File: src/rtl/fixed_latency_div.sv
// Fixed-latency signed restoring divider: WIDTH+1 clocks from accepted start to valid.
// Optional divide-by-zero flag output enabled by defining FIXED_LATENCY_DIV_DZ_EN.
module fixed_latency_div #(
    parameter int WIDTH = 32
) (
    input  logic                    clock,
    input  logic                    reset,
    input  logic signed [WIDTH-1:0] dvdnd,
    input  logic signed [WIDTH-1:0] dvsor,
    input  logic                    start,
    output logic signed [WIDTH-1:0] quot,
    output logic signed [WIDTH-1:0] rmdr,
    output logic                    valid
`ifdef FIXED_LATENCY_DIV_DZ_EN
    ,
    output logic                    dz
`endif
);

    typedef enum logic [1:0] {
        IDLE,
        BUSY,
        FIX,
        DONE
    } state_t;

    localparam int CW = $clog2(WIDTH + 1);

    state_t           state;
    logic             start_prev;
    logic [CW-1:0]    count;
    logic [WIDTH-1:0] div_q;
    logic [WIDTH-1:0] div_d;
    logic [WIDTH-1:0] part;
    logic             sign_a;
    logic             sign_b;
    logic             zero_d;

    logic             accept;
    logic [WIDTH-1:0] mag_a;
    logic [WIDTH-1:0] mag_b;
    logic [WIDTH:0]   shifted;
    logic [WIDTH:0]   trial;
    logic [WIDTH-1:0] q_fix;
    logic [WIDTH-1:0] r_fix;

    // Operand magnitudes are unsigned, so the most-negative value maps cleanly to 2^(WIDTH-1).
    always_comb begin
        accept  = start && !start_prev && (state == IDLE || state == DONE);
        mag_a   = dvdnd[WIDTH-1] ? (~dvdnd + WIDTH'(1)) : dvdnd;
        mag_b   = dvsor[WIDTH-1] ? (~dvsor + WIDTH'(1)) : dvsor;
        shifted = {part, div_q[WIDTH-1]};
        trial   = shifted - {1'b0, div_d};
        q_fix   = (sign_a ^ sign_b) ? (~div_q + WIDTH'(1)) : div_q;
        r_fix   = sign_a ? (~part + WIDTH'(1)) : part;
        if (zero_d) begin
            q_fix = '1;
        end
    end

    always_ff @(posedge clock) begin
        if (reset) begin
            state      <= IDLE;
            start_prev <= 1'b0;
            count      <= '0;
            div_q      <= '0;
            div_d      <= '0;
            part       <= '0;
            sign_a     <= 1'b0;
            sign_b     <= 1'b0;
            zero_d     <= 1'b0;
            quot       <= '0;
            rmdr       <= '0;
            valid      <= 1'b0;
`ifdef FIXED_LATENCY_DIV_DZ_EN
            dz         <= 1'b0;
`endif
        end else begin
            start_prev <= start;
            case (state)
                IDLE, DONE: begin
                    if (accept) begin
                        div_q  <= mag_a;
                        div_d  <= mag_b;
                        part   <= '0;
                        sign_a <= dvdnd[WIDTH-1];
                        sign_b <= dvsor[WIDTH-1];
                        zero_d <= (dvsor == '0);
                        count  <= '0;
                        valid  <= 1'b0;
`ifdef FIXED_LATENCY_DIV_DZ_EN
                        dz     <= 1'b0;
`endif
                        state  <= BUSY;
                    end
                end
                BUSY: begin
                    // A clear borrow bit means the trial subtraction fits: keep it and emit a 1.
                    if (!trial[WIDTH]) begin
                        part  <= trial[WIDTH-1:0];
                        div_q <= {div_q[WIDTH-2:0], 1'b1};
                    end else begin
                        part  <= shifted[WIDTH-1:0];
                        div_q <= {div_q[WIDTH-2:0], 1'b0};
                    end
                    count <= count + CW'(1);
                    if (count == CW'(WIDTH - 1)) begin
                        state <= FIX;
                    end
                end
                FIX: begin
                    quot  <= q_fix;
                    rmdr  <= r_fix;
                    valid <= 1'b1;
`ifdef FIXED_LATENCY_DIV_DZ_EN
                    dz    <= zero_d;
`endif
                    state <= DONE;
                end
                default: state <= IDLE;
            endcase
        end
    end

endmodule

File: config.mk
export PLATFORM = sky130hd
export DESIGN_NAME = fixed_latency_div
export DESIGN_NICKNAME = d
export VERILOG_FILES = /design/src/rtl/fixed_latency_div.sv
export SDC_FILE = /design/constraint.sdc
export NUM_CORES = 1
export LEC_CHECK = 0
export ABC_AREA = 1
export BUFFER_PORTS_ARGS = -buffer_cell sky130_fd_sc_hd__buf_2
export CAP_MARGIN = 5
export CORE_UTILIZATION = 45
export DETAILED_ROUTE_END_ITERATION = 8
export PLACE_DENSITY = 0.69
export SYNTH_ARGS = -nofsm -noshare
export SYNTH_HDL_FRONTEND = slang
export SYNTH_SLANG_ARGS = --single-unit
File: constraint.sdc
create_clock -name clock -period 5.5 [get_ports clock]
set_clock_uncertainty 0.05 [all_clocks]
set_input_delay 0 -clock clock [delete_from_list [all_inputs] [get_ports clock]]
set_output_delay 0 -clock clock [all_outputs]
set_load 0.02 [all_outputs]
Word-level counts from Yosys, hierarchy flattened
Index checks and enable logic that the tools add are counted.
{"block": "totals", "input_bits": 67, "word_cells": 60, "regBits": 173}
{"block": "op_classes", "n_reduce_logical": 13, "bitwise_logic": 5, "muxes": 18, "eq_ne": 6, "n_addsub": 6}
{"operator": "two-way mux 32 bit", "count": 8}
{"operator": "inverter 32 bit", "count": 4}
{"operator": "case mux 32 bit (2 select lines)", "count": 2}
{"operator": "adder 32 x 1 -> 32 bit, second input constant", "count": 2}
{"operator": "adder 32 x 2 -> 32 bit, second input constant", "count": 2}
{"operator": "subtractor 33 x 32 -> 33 bit", "count": 1}
{"operator": "logical NOT 32 bit", "count": 1}
{"operator": "case mux 6 bit (2 select lines)", "count": 1}
{"operator": "AND reduction 2 bit", "count": 4}
{"operator": "adder 6 x 1 -> 6 bit, second input constant", "count": 1}
{"operator": "equality test 6 x 5 -> 1 bit, second input constant", "count": 1}
{"operator": "two-way mux 6 bit", "count": 1}
{"operator": "case mux 2 bit (3 select lines)", "count": 1}
{"operator": "equality test 2 bit, second input constant", "count": 2}
{"operator": "two-way mux 2 bit", "count": 2}
{"operator": "!= test 2 bit, second input constant", "count": 2}
{"operator": "nonzero test 2 bit", "count": 2}
{"operator": "equality test 2 x 1 -> 1 bit, second input constant", "count": 1}
{"operator": "logical AND 1 bit", "count": 2}
{"operator": "logical NOT 2 bit", "count": 1}
{"operator": "two-way mux 1 bit", "count": 2}
{"operator": "case mux 1 bit (2 select lines)", "count": 1}
{"operator": "OR reduction 2 bit", "count": 1}
{"operator": "logical NOT 1 bit", "count": 1}
{"operator": "2 further kinds", "count": 2}

Depth between registers and ports, before layout
Gate-level depths: netlist (run 1).
{"block": "logic_depth", "word_depth": 5, "ltp_mapped": 18}

Least setup slack after synthesis (run 1)
OpenSTA, ideal clock, no wires.
{"block": "synth_path", "kind": "reg2reg", "start": "register div_q[31]", "end": "register part[23]", "t_arrival_ns": 2.049, "path_stages_with_launch": 19, "path_slack_ns": 3.269, "setup_time_ns": 0.132, "required_time_ns": 5.318, "path_cell_list": "dfxtp_1 inv_1 ha_1 fa_1 inv_1 nand2_1 nand2_1 nand3_1 nand2_2 nand2_2 nand2_2 nand2_4 nand2_4 nand2_4 nand2_4 buf_6 nand2_1 nand3_1 a21oi_1"}
{"block": "synth_between", "elab_chain_len": 3}
{"item": "from (decl)", "line_no": "32", "source": "logic [WIDTH-1:0] div_q;"}
{"item": "from (signal assigned)", "line_no": "83", "source": "div_q <= mag_a;"}
{"item": "from (signal assigned)", "line_no": "101", "source": "div_q <= {div_q[WIDTH-2:0], 1'b1};"}
{"item": "from (signal assigned)", "line_no": "104", "source": "div_q <= {div_q[WIDTH-2:0], 1'b0};"}
{"item": "subtractor 33 x 32 -> 33 bit", "line_no": "53", "source": "trial = shifted - {1'b0, div_d};"}
{"item": "two-way mux 32 bit", "line_no": "99", "source": "if (!trial[WIDTH]) begin"}
{"item": "case mux 32 bit (2 select lines)", "line_no": "80", "source": "case (state)"}
{"item": "to (signal assigned)", "line_no": "100", "source": "part <= trial[WIDTH-1:0];"}
{"item": "to (signal assigned)", "line_no": "103", "source": "part <= shifted[WIDTH-1:0];"}
{"item": "to (decl)", "line_no": "34", "source": "logic [WIDTH-1:0] part;"}
No other way between the ends.
A chain may end at the register's enable or synchronous reset.

Final worst setup path (run 1)
{"block": "layout_path", "start": "register state[0]", "end": "register div_d[31]"}
{"block": "layout_between", "elab_chain_len": 4, "word_cells_on_any_way": 6, "cone_classes": "eq/ne (1); reduce/logical (5)"}
{"item": "from (decl)", "line_no": "29", "source": "state_t state;"}
{"item": "from (signal assigned)", "line_no": "63", "source": "state <= IDLE;"}
{"item": "from (signal assigned)", "line_no": "94", "source": "state <= BUSY;"}
{"item": "from (signal assigned)", "line_no": "108", "source": "state <= FIX;"}
{"item": "equality test 2 bit / logical NOT 2 bit (equally long branches)", "line_no": "49, 80"}
{"item": "logical OR 1 bit", "line_no": "49", "source": "accept = start && !start_prev && (state == IDLE || state == DONE);"}
{"item": "logical AND 1 bit", "line_no": "49"}
{"item": "AND reduction 2 bit (no source line) *"}
{"item": "to (signal assigned)", "line_no": "84", "source": "div_d <= mag_b;"}
{"item": "to (decl)", "line_no": "33", "source": "logic [WIDTH-1:0] div_d;"}
Mark *: on every way between the ends. The rest lies on a longest branch, timed or not.

==> results of run 1 <==
metal layers:
layer / share of wire / vias up / routed length (um) / track usage
li1: - / 7155 / - / -
met1: 0.45 / 6381 / 18800 / 0.401
met3: 0.073 / 72 / 3040 / 0.0450
met5: 0 / - / 0 / 0
met2: 0.45 / 614 / 18700 / 0.468
met4: 0.028 / 0 / 1160 / 0.0964
final cells by class:
class,count,area (um2)
Clock buffer,20,457
Inverter,329,1230
Clock inverter,12,128
Tap cell,378,473
Sequential cell,173,3460
Multi-Input combinational cell,1557,7660
Fill cell,2843,12900
Timing Repair Buffer,205,1380
synthesized netlist by cell type, types with 9 or more instances:
| library cell | instances | share of area |
|---|---|---|
| o211ai_1 | 18 | 0.011 |
| xnor2_1 | 13 | 0.0090 |
| nand4_1 | 17 | 0.0084 |
| nor4_1 | 10 | 0.0049 |
| dfxtp_1 | 173 | 0.27 |
| or2_2 | 9 | 0.0044 |
| xor2_1 | 30 | 0.021 |
| o21ai_0 | 124 | 0.049 |
| a31oi_1 | 34 | 0.017 |
| nor3_1 | 17 | 0.0067 |
| nand3_1 | 175 | 0.069 |
| clkbuf_1 | 55 | 0.016 |
| inv_1 | 319 | 0.094 |
| ha_1 | 40 | 0.039 |
| o221ai_1 | 16 | 0.011 |
| a21oi_1 | 148 | 0.058 |
| nand3b_1 | 15 | 0.0089 |
| buf_2 | 10 | 0.0039 |
| nand2_1 | 602 | 0.18 |
| nor2_1 | 227 | 0.067 |
logic make-up after synthesis:
group | Yosys count | synth area share
compound gates | 369 | 0.164
xor+xnor | 43 | 0.0297
fa+ha+maj | 41 | 0.0411
buf+inv | 403 | 0.123
flops | 173 | 0.273
simple gates | 1104 | 0.369
state kept, by name, summed over array words and instances (netlist names):
| signal | cells |
|---|---|
| div_q | 32 |
| part | 32 |
| count | 6 |
| rmdr | 32 |
| state | 2 |
| sign_a | 1 |
| quot | 32 |
| sign_b | 1 |
| div_d | 32 |
| valid | 1 |
| start_prev | 1 |
| zero_d | 1 |
timing repair:
| item | 4_1_cts | 5_1_grt |
|---|---|---|
| hold endpoints to repair | 61 | 0 |
| endpoints found under the setup margin | 0 | 0 |
| hold buffers | 65 | 0 |
| resized for setup | 0 | 0 |
final timing paths:
check	from	end	slack [ns]	depth (start not counted)
min	dvdnd[13]	div_q[13]	0.03	5
min reg2reg	valid	valid	0.42	2
max reg2reg	state[0]	div_d[31]	2.32	11
max	state[0]	div_d[31]	2.32	11
tightest hold or removal path, stage by stage:
cell	delay, ns
buf_2	0.11
xnor2_1	0.10
nor2_1	0.11
a21oi_1	0.05
a21oi_1	0.11
stage by stage:
stage	std cells	cell area (um2)
after floorplan	2133	12700
after global placement	2577	13600
after detailed placement	2577	13600
after CTS	2674	14800
after global routing	2674	14800
final	2674	14800
power breakdown:
| group | total (mW) | internal [mW] | switching, mW | leakage (nW) |
|---|---|---|---|---|
| registers | 1.88 | 1.59 | 0.286 | 1.41 |
| logic | 3.84 | 1.16 | 2.68 | 5.80 |
| clock network | 1.22 | 0.663 | 0.561 | 0.289 |
| total | 6.94 | 3.42 | 3.52 | 7.49 |
==> summary.txt, run 1 <==
VDD IR max -> 0.329 mV
Final min period -> 3.18 ns
Synth warnings -> 0
Setup WS pre-CTS -> 2.56 ns
boundary pin count -> 132
P per Cell Area -> 469 mW/mm2
number of global-route vias before repair -> 12,662
commonest non-fill, non-tap cell in the layout -> nand2_1
Cells after Synth -> 2,133
critical path class -> reg -> reg
post-synth design cell area -> 0.0127 mm2
core region area -> 0.0277 mm2
syn_area_per_cell -> 5.94 um2
Final Hold Vio Count -> 0
Post-CTS Setup Bufs -> 0
DP Wirelength -> 31.7 mm
total gr overflow -> 0
outcome -> finished, final reports clean
Critical path buffers and inverters -> 5
Area Overhead vs Synth -> 16.8%
final core occ -> 0.534
P_leak -> 7.49 nW
Total Power -> 6.94 mW
first-pass GRT wire length -> 66.2 mm
ys flop type -> dfxtp_1
syn nets -> 2,241
CTS buffer count -> 17
Pins Over Slew Limit -> 0
fmax -> 314 MHz
TritonRoute pass-1 iters -> 6
Post-Route WL -> 41.8 mm
initial antenna violation count -> 0
Crit-path slowest cell -> dlygate4sd3_1
crit share post-route -> 0.579
Seq/Total Area, Yosys -> 0.273
Unique masters post-synth -> 46
PortBufs -> 131
Setup Viol. Count Final -> 0
cell family with the largest share of critical-path delay -> buffers and inverters
layout cells sized above 1 -> 0.0963
DRT antenna net count -> 0
site row count -> 61
worst path required time -> 5.82 ns
CTS Root Cell -> clkbuf_16
final worst slack -> 2.32 ns
Post-synth EDFFs -> 0
worst slew pin tran -> 0.937 ns
synthesis-stage register bit count -> 173
crit end category -> register
Max Cap Viol -> 0
relative slew slack -> 0.374
chip height -> 170 um
Total GRT Usage -> 0.293
# nets final -> 2,391
Die X -> 170 um
CTS H-Tree Depth -> 4
post-synthesis async set-or-reset flop share -> 0
worst min path class -> in -> reg
Placer Congestion -> 0.981
wire per inst -> 15.6 um
setup_tns -> 0 ns
CP cell instances -> inv_1 > ha_2 > inv_1 > nor3_4 > buf_4 > nand2_1 > nor4_1 > dlygate4sd3_1 > nand2_1 > dlygate4sd3_1 > a21oi_1
CTS tree -> built
routed vias -> 14,222
largest net degree at the start of global routing -> 89
unrepaired setup endpoints after global routing -> false
antenna diode count -> 0
CP Data Arrival Time -> 3.50 ns
Vias/cell -> 5.32
most frequent cells in the layout -> 602 x nand2_1, 319 x inv_1, 225 x nor2_1
final hold slack -> 0.0268 ns
latest clock arrival within the worst-skew pair -> 0.44 ns
CP Max Fanout -> 42
Startpoint Class -> register
Clock Pin Slew Worst Setup and Hold Paths -> 0.08 ns
Max Root-Sink Buffers -> 2
CP peak stage delay -> 0.59 ns
Initial Utilization -> 0.457
# clock sinks -> 173
DRC violation total after the first TritonRoute iteration -> 1,562
DIE AREA -> 0.0288 mm2
Residual DRC -> 0
Note: power is estimated with default switching activity, not from simulation.
==> run 2: changes to the inputs <==
Clock period 5.5 ns to 3 ns, I/O delays scaled along.
==> run 2 against run 1 <==
- sequential power is 83% higher
- sequential cell count stayed put
- highest routed layer unchanged
- power is 84% higher
- largest power group unchanged
- final cell count is 0.37% higher
- non-clock buffer count is 10 higher
==> summary.txt, run 2 (synthesis gave the netlist of run 1 again) <==
outcome -> finished, final reports clean
CTS tree -> built
Initial Utilization -> 0.457
Layout Cells excl Fill -> 2,684
worst path required time -> 3.33 ns
dpl cells -> 2,587
crit end category -> register
CTS Root Cell -> clkbuf_16
most frequent cells in the layout -> 602 x nand2_1, 319 x inv_1, 225 x nor2_1
Placer Congestion -> 0.997
wire per inst -> 15.5 um
r2r endpoint -> div_q[5]
crit share post-route -> 0.927
P per Cell Area -> 856 mW/mm2
worst slew pin tran -> 0.890 ns
CTS buffer count -> 17
met2 wire length -> 18.7 mm
Total Power -> 12.7 mW
Setup Viol. Count Final -> 0
TritonRoute pass-1 iters -> 5
critical register-to-register path startpoint -> state[1]
Area Overhead vs Synth -> 17.5%
CTS resizes -> 0
# nets final -> 2,401
fillcell total -> 2,844
Psw -> 6.52 mW
Die X -> 170 um
Final min period -> 2.78 ns
number of global-route vias before repair -> 12,860
placed standard-cell area -> 0.0136 mm2
site row count -> 61
post-route cell area -> 0.0149 mm2
hold path depth -> 5
Post-Route WL -> 41.6 mm
Pins Over Slew Limit -> 0
Residual DRC -> 0
PortBufs -> 131
worst min path class -> in -> reg
M1 WL -> 19.3 mm
# clock sinks -> 173
DIE AREA -> 0.0288 mm2
Total GRT Usage -> 0.290
Startpoint Class -> register
switching share of power -> 0.512
power share of the clock group -> 0.176
latest clock arrival within the worst-skew pair -> 0.45 ns
metal3 WL -> 2.19 mm
unrepaired setup endpoints after global routing -> false
P_leak -> 7.55 nW
Max Cap Viol -> 0
Clock Pin Slew Worst Setup and Hold Paths -> 0.08 ns
max layer used -> met4
DRT antenna net count -> 0
total gr overflow -> 0
relative slew slack -> 0.407
Internal Pwr Total -> 6.22 mW
DRC violation total after the first TritonRoute iteration -> 1,398
CP Data Arrival Time -> 3.11 ns
Vias/cell -> 5.31
DP Wirelength -> 31.3 mm
hold_sp -> dvsor[1]
layout cells sized above 1 -> 0.101
final core occ -> 0.537
Max Root-Sink Buffers -> 2
CTS H-Tree Depth -> 4
routed vias -> 14,252
largest net degree at the start of global routing -> 89
WHS Endpoint -> div_d[1]
FF-to-FF setup slack -> 0.22 ns
chip height -> 170 um
commonest non-fill, non-tap cell in the layout -> nand2_1
first-pass GRT wire length -> 66.0 mm
core region area -> 0.0277 mm2
worst r2r path cells -> 10
critical path class -> reg -> reg
Final Hold Vio Count -> 0
fmax -> 360 MHz
boundary pin count -> 132
share of total power in combinational logic -> 0.554
antenna diode count -> 0
setup_tns -> 0 ns
Sequential Power Share -> 0.270
CP Max Fanout -> 17
VDD IR max -> 0.985 mV
initial antenna violation count -> 0
run 2: cell types whose count changed in the layout (fill, tap and decap cells not counted), moves of 2 or more:
cell      delta
clkinv_8     +3
buf_4        +9
inv_8        +2
clkbuf_8     -2
run 2: metal layers:
layer  GRT usage  up-vias
met2       0.461      503
met1       0.398     6502
li1            -     7162
met4       0.113        0
met5           0        -
met3      0.0357       85
run 2: power groups by stage:
stage | registers (mW) | clock network, mW | logic (mW)
5_1_grt | 3.51 | 2.35 | 7.91
4_1_cts | 3.42 | 2.26 | 6.97
2_1_floorplan | 3.68 | 0 | 4.63
3_5_place_dp | 3.46 | 0 | 6.87
3_3_place_gp | 3.45 | 0 | 6.84
6_report | 3.44 | 2.24 | 7.07
run 2: worst max path at each step:
| stage | startpoint | endpoint | slack [ns] | cells past startpoint |
|---|---|---|---|---|
| 4_1_cts | state[1] | div_q[5] | 0.25 | 10 |
| 2_1_floorplan | div_q[31] | part[23] | 0.77 | 18 |
| 5_1_grt | state[1] | div_q[5] | 0.08 | 10 |
| 3_3_place_gp | div_q[31] | part[31] | 0.50 | 17 |
| 3_5_place_dp | div_q[31] | part[26] | 0.44 | 17 |
| 6_report | state[1] | div_q[5] | 0.22 | 10 |
run 2: area by class of cell:
| class | instances | area (um2) | area share |
|---|---|---|---|
| multi-input cells | 1557 | 7660 | 0.515 |
| flip-flops and latches | 173 | 3460 | 0.233 |
| repair buffers | 215 | 1460 | 0.0983 |
| inverters | 329 | 1230 | 0.0829 |
| well taps | 378 | 473 | 0.0318 |
| clock buffers | 17 | 425 | 0.0286 |
| clock inverters | 15 | 164 | 0.0110 |
run 2: timing repair:
item,4_1_cts,5_1_grt
hold buffers,65,0
hold endpoints to repair,63,0
buffers inserted,0,0
run 2: stage by stage:
step	hold WS [ns]	setup slack [ns]
4_1_cts	0.00129	0.254
3_5_place_dp	0.218	0.439
3_3_place_gp	0.205	0.496
5_1_grt	0.0294	0.0821
2_1_floorplan	0.0885	0.769
6_report	0.0221	0.219
run 2: critical path, cell delays in order, from the launching register on:
cell and delay [ns]:
dfxtp_1 0.33, inv_1 0.08, ha_1 0.45, clkinv_1 0.17, buf_4 0.23, nor2_4 0.30
inv_1 0.12, o22ai_1 0.25, a31oi_1 0.07, dlygate4sd3_1 0.56, nor2_1 0.09
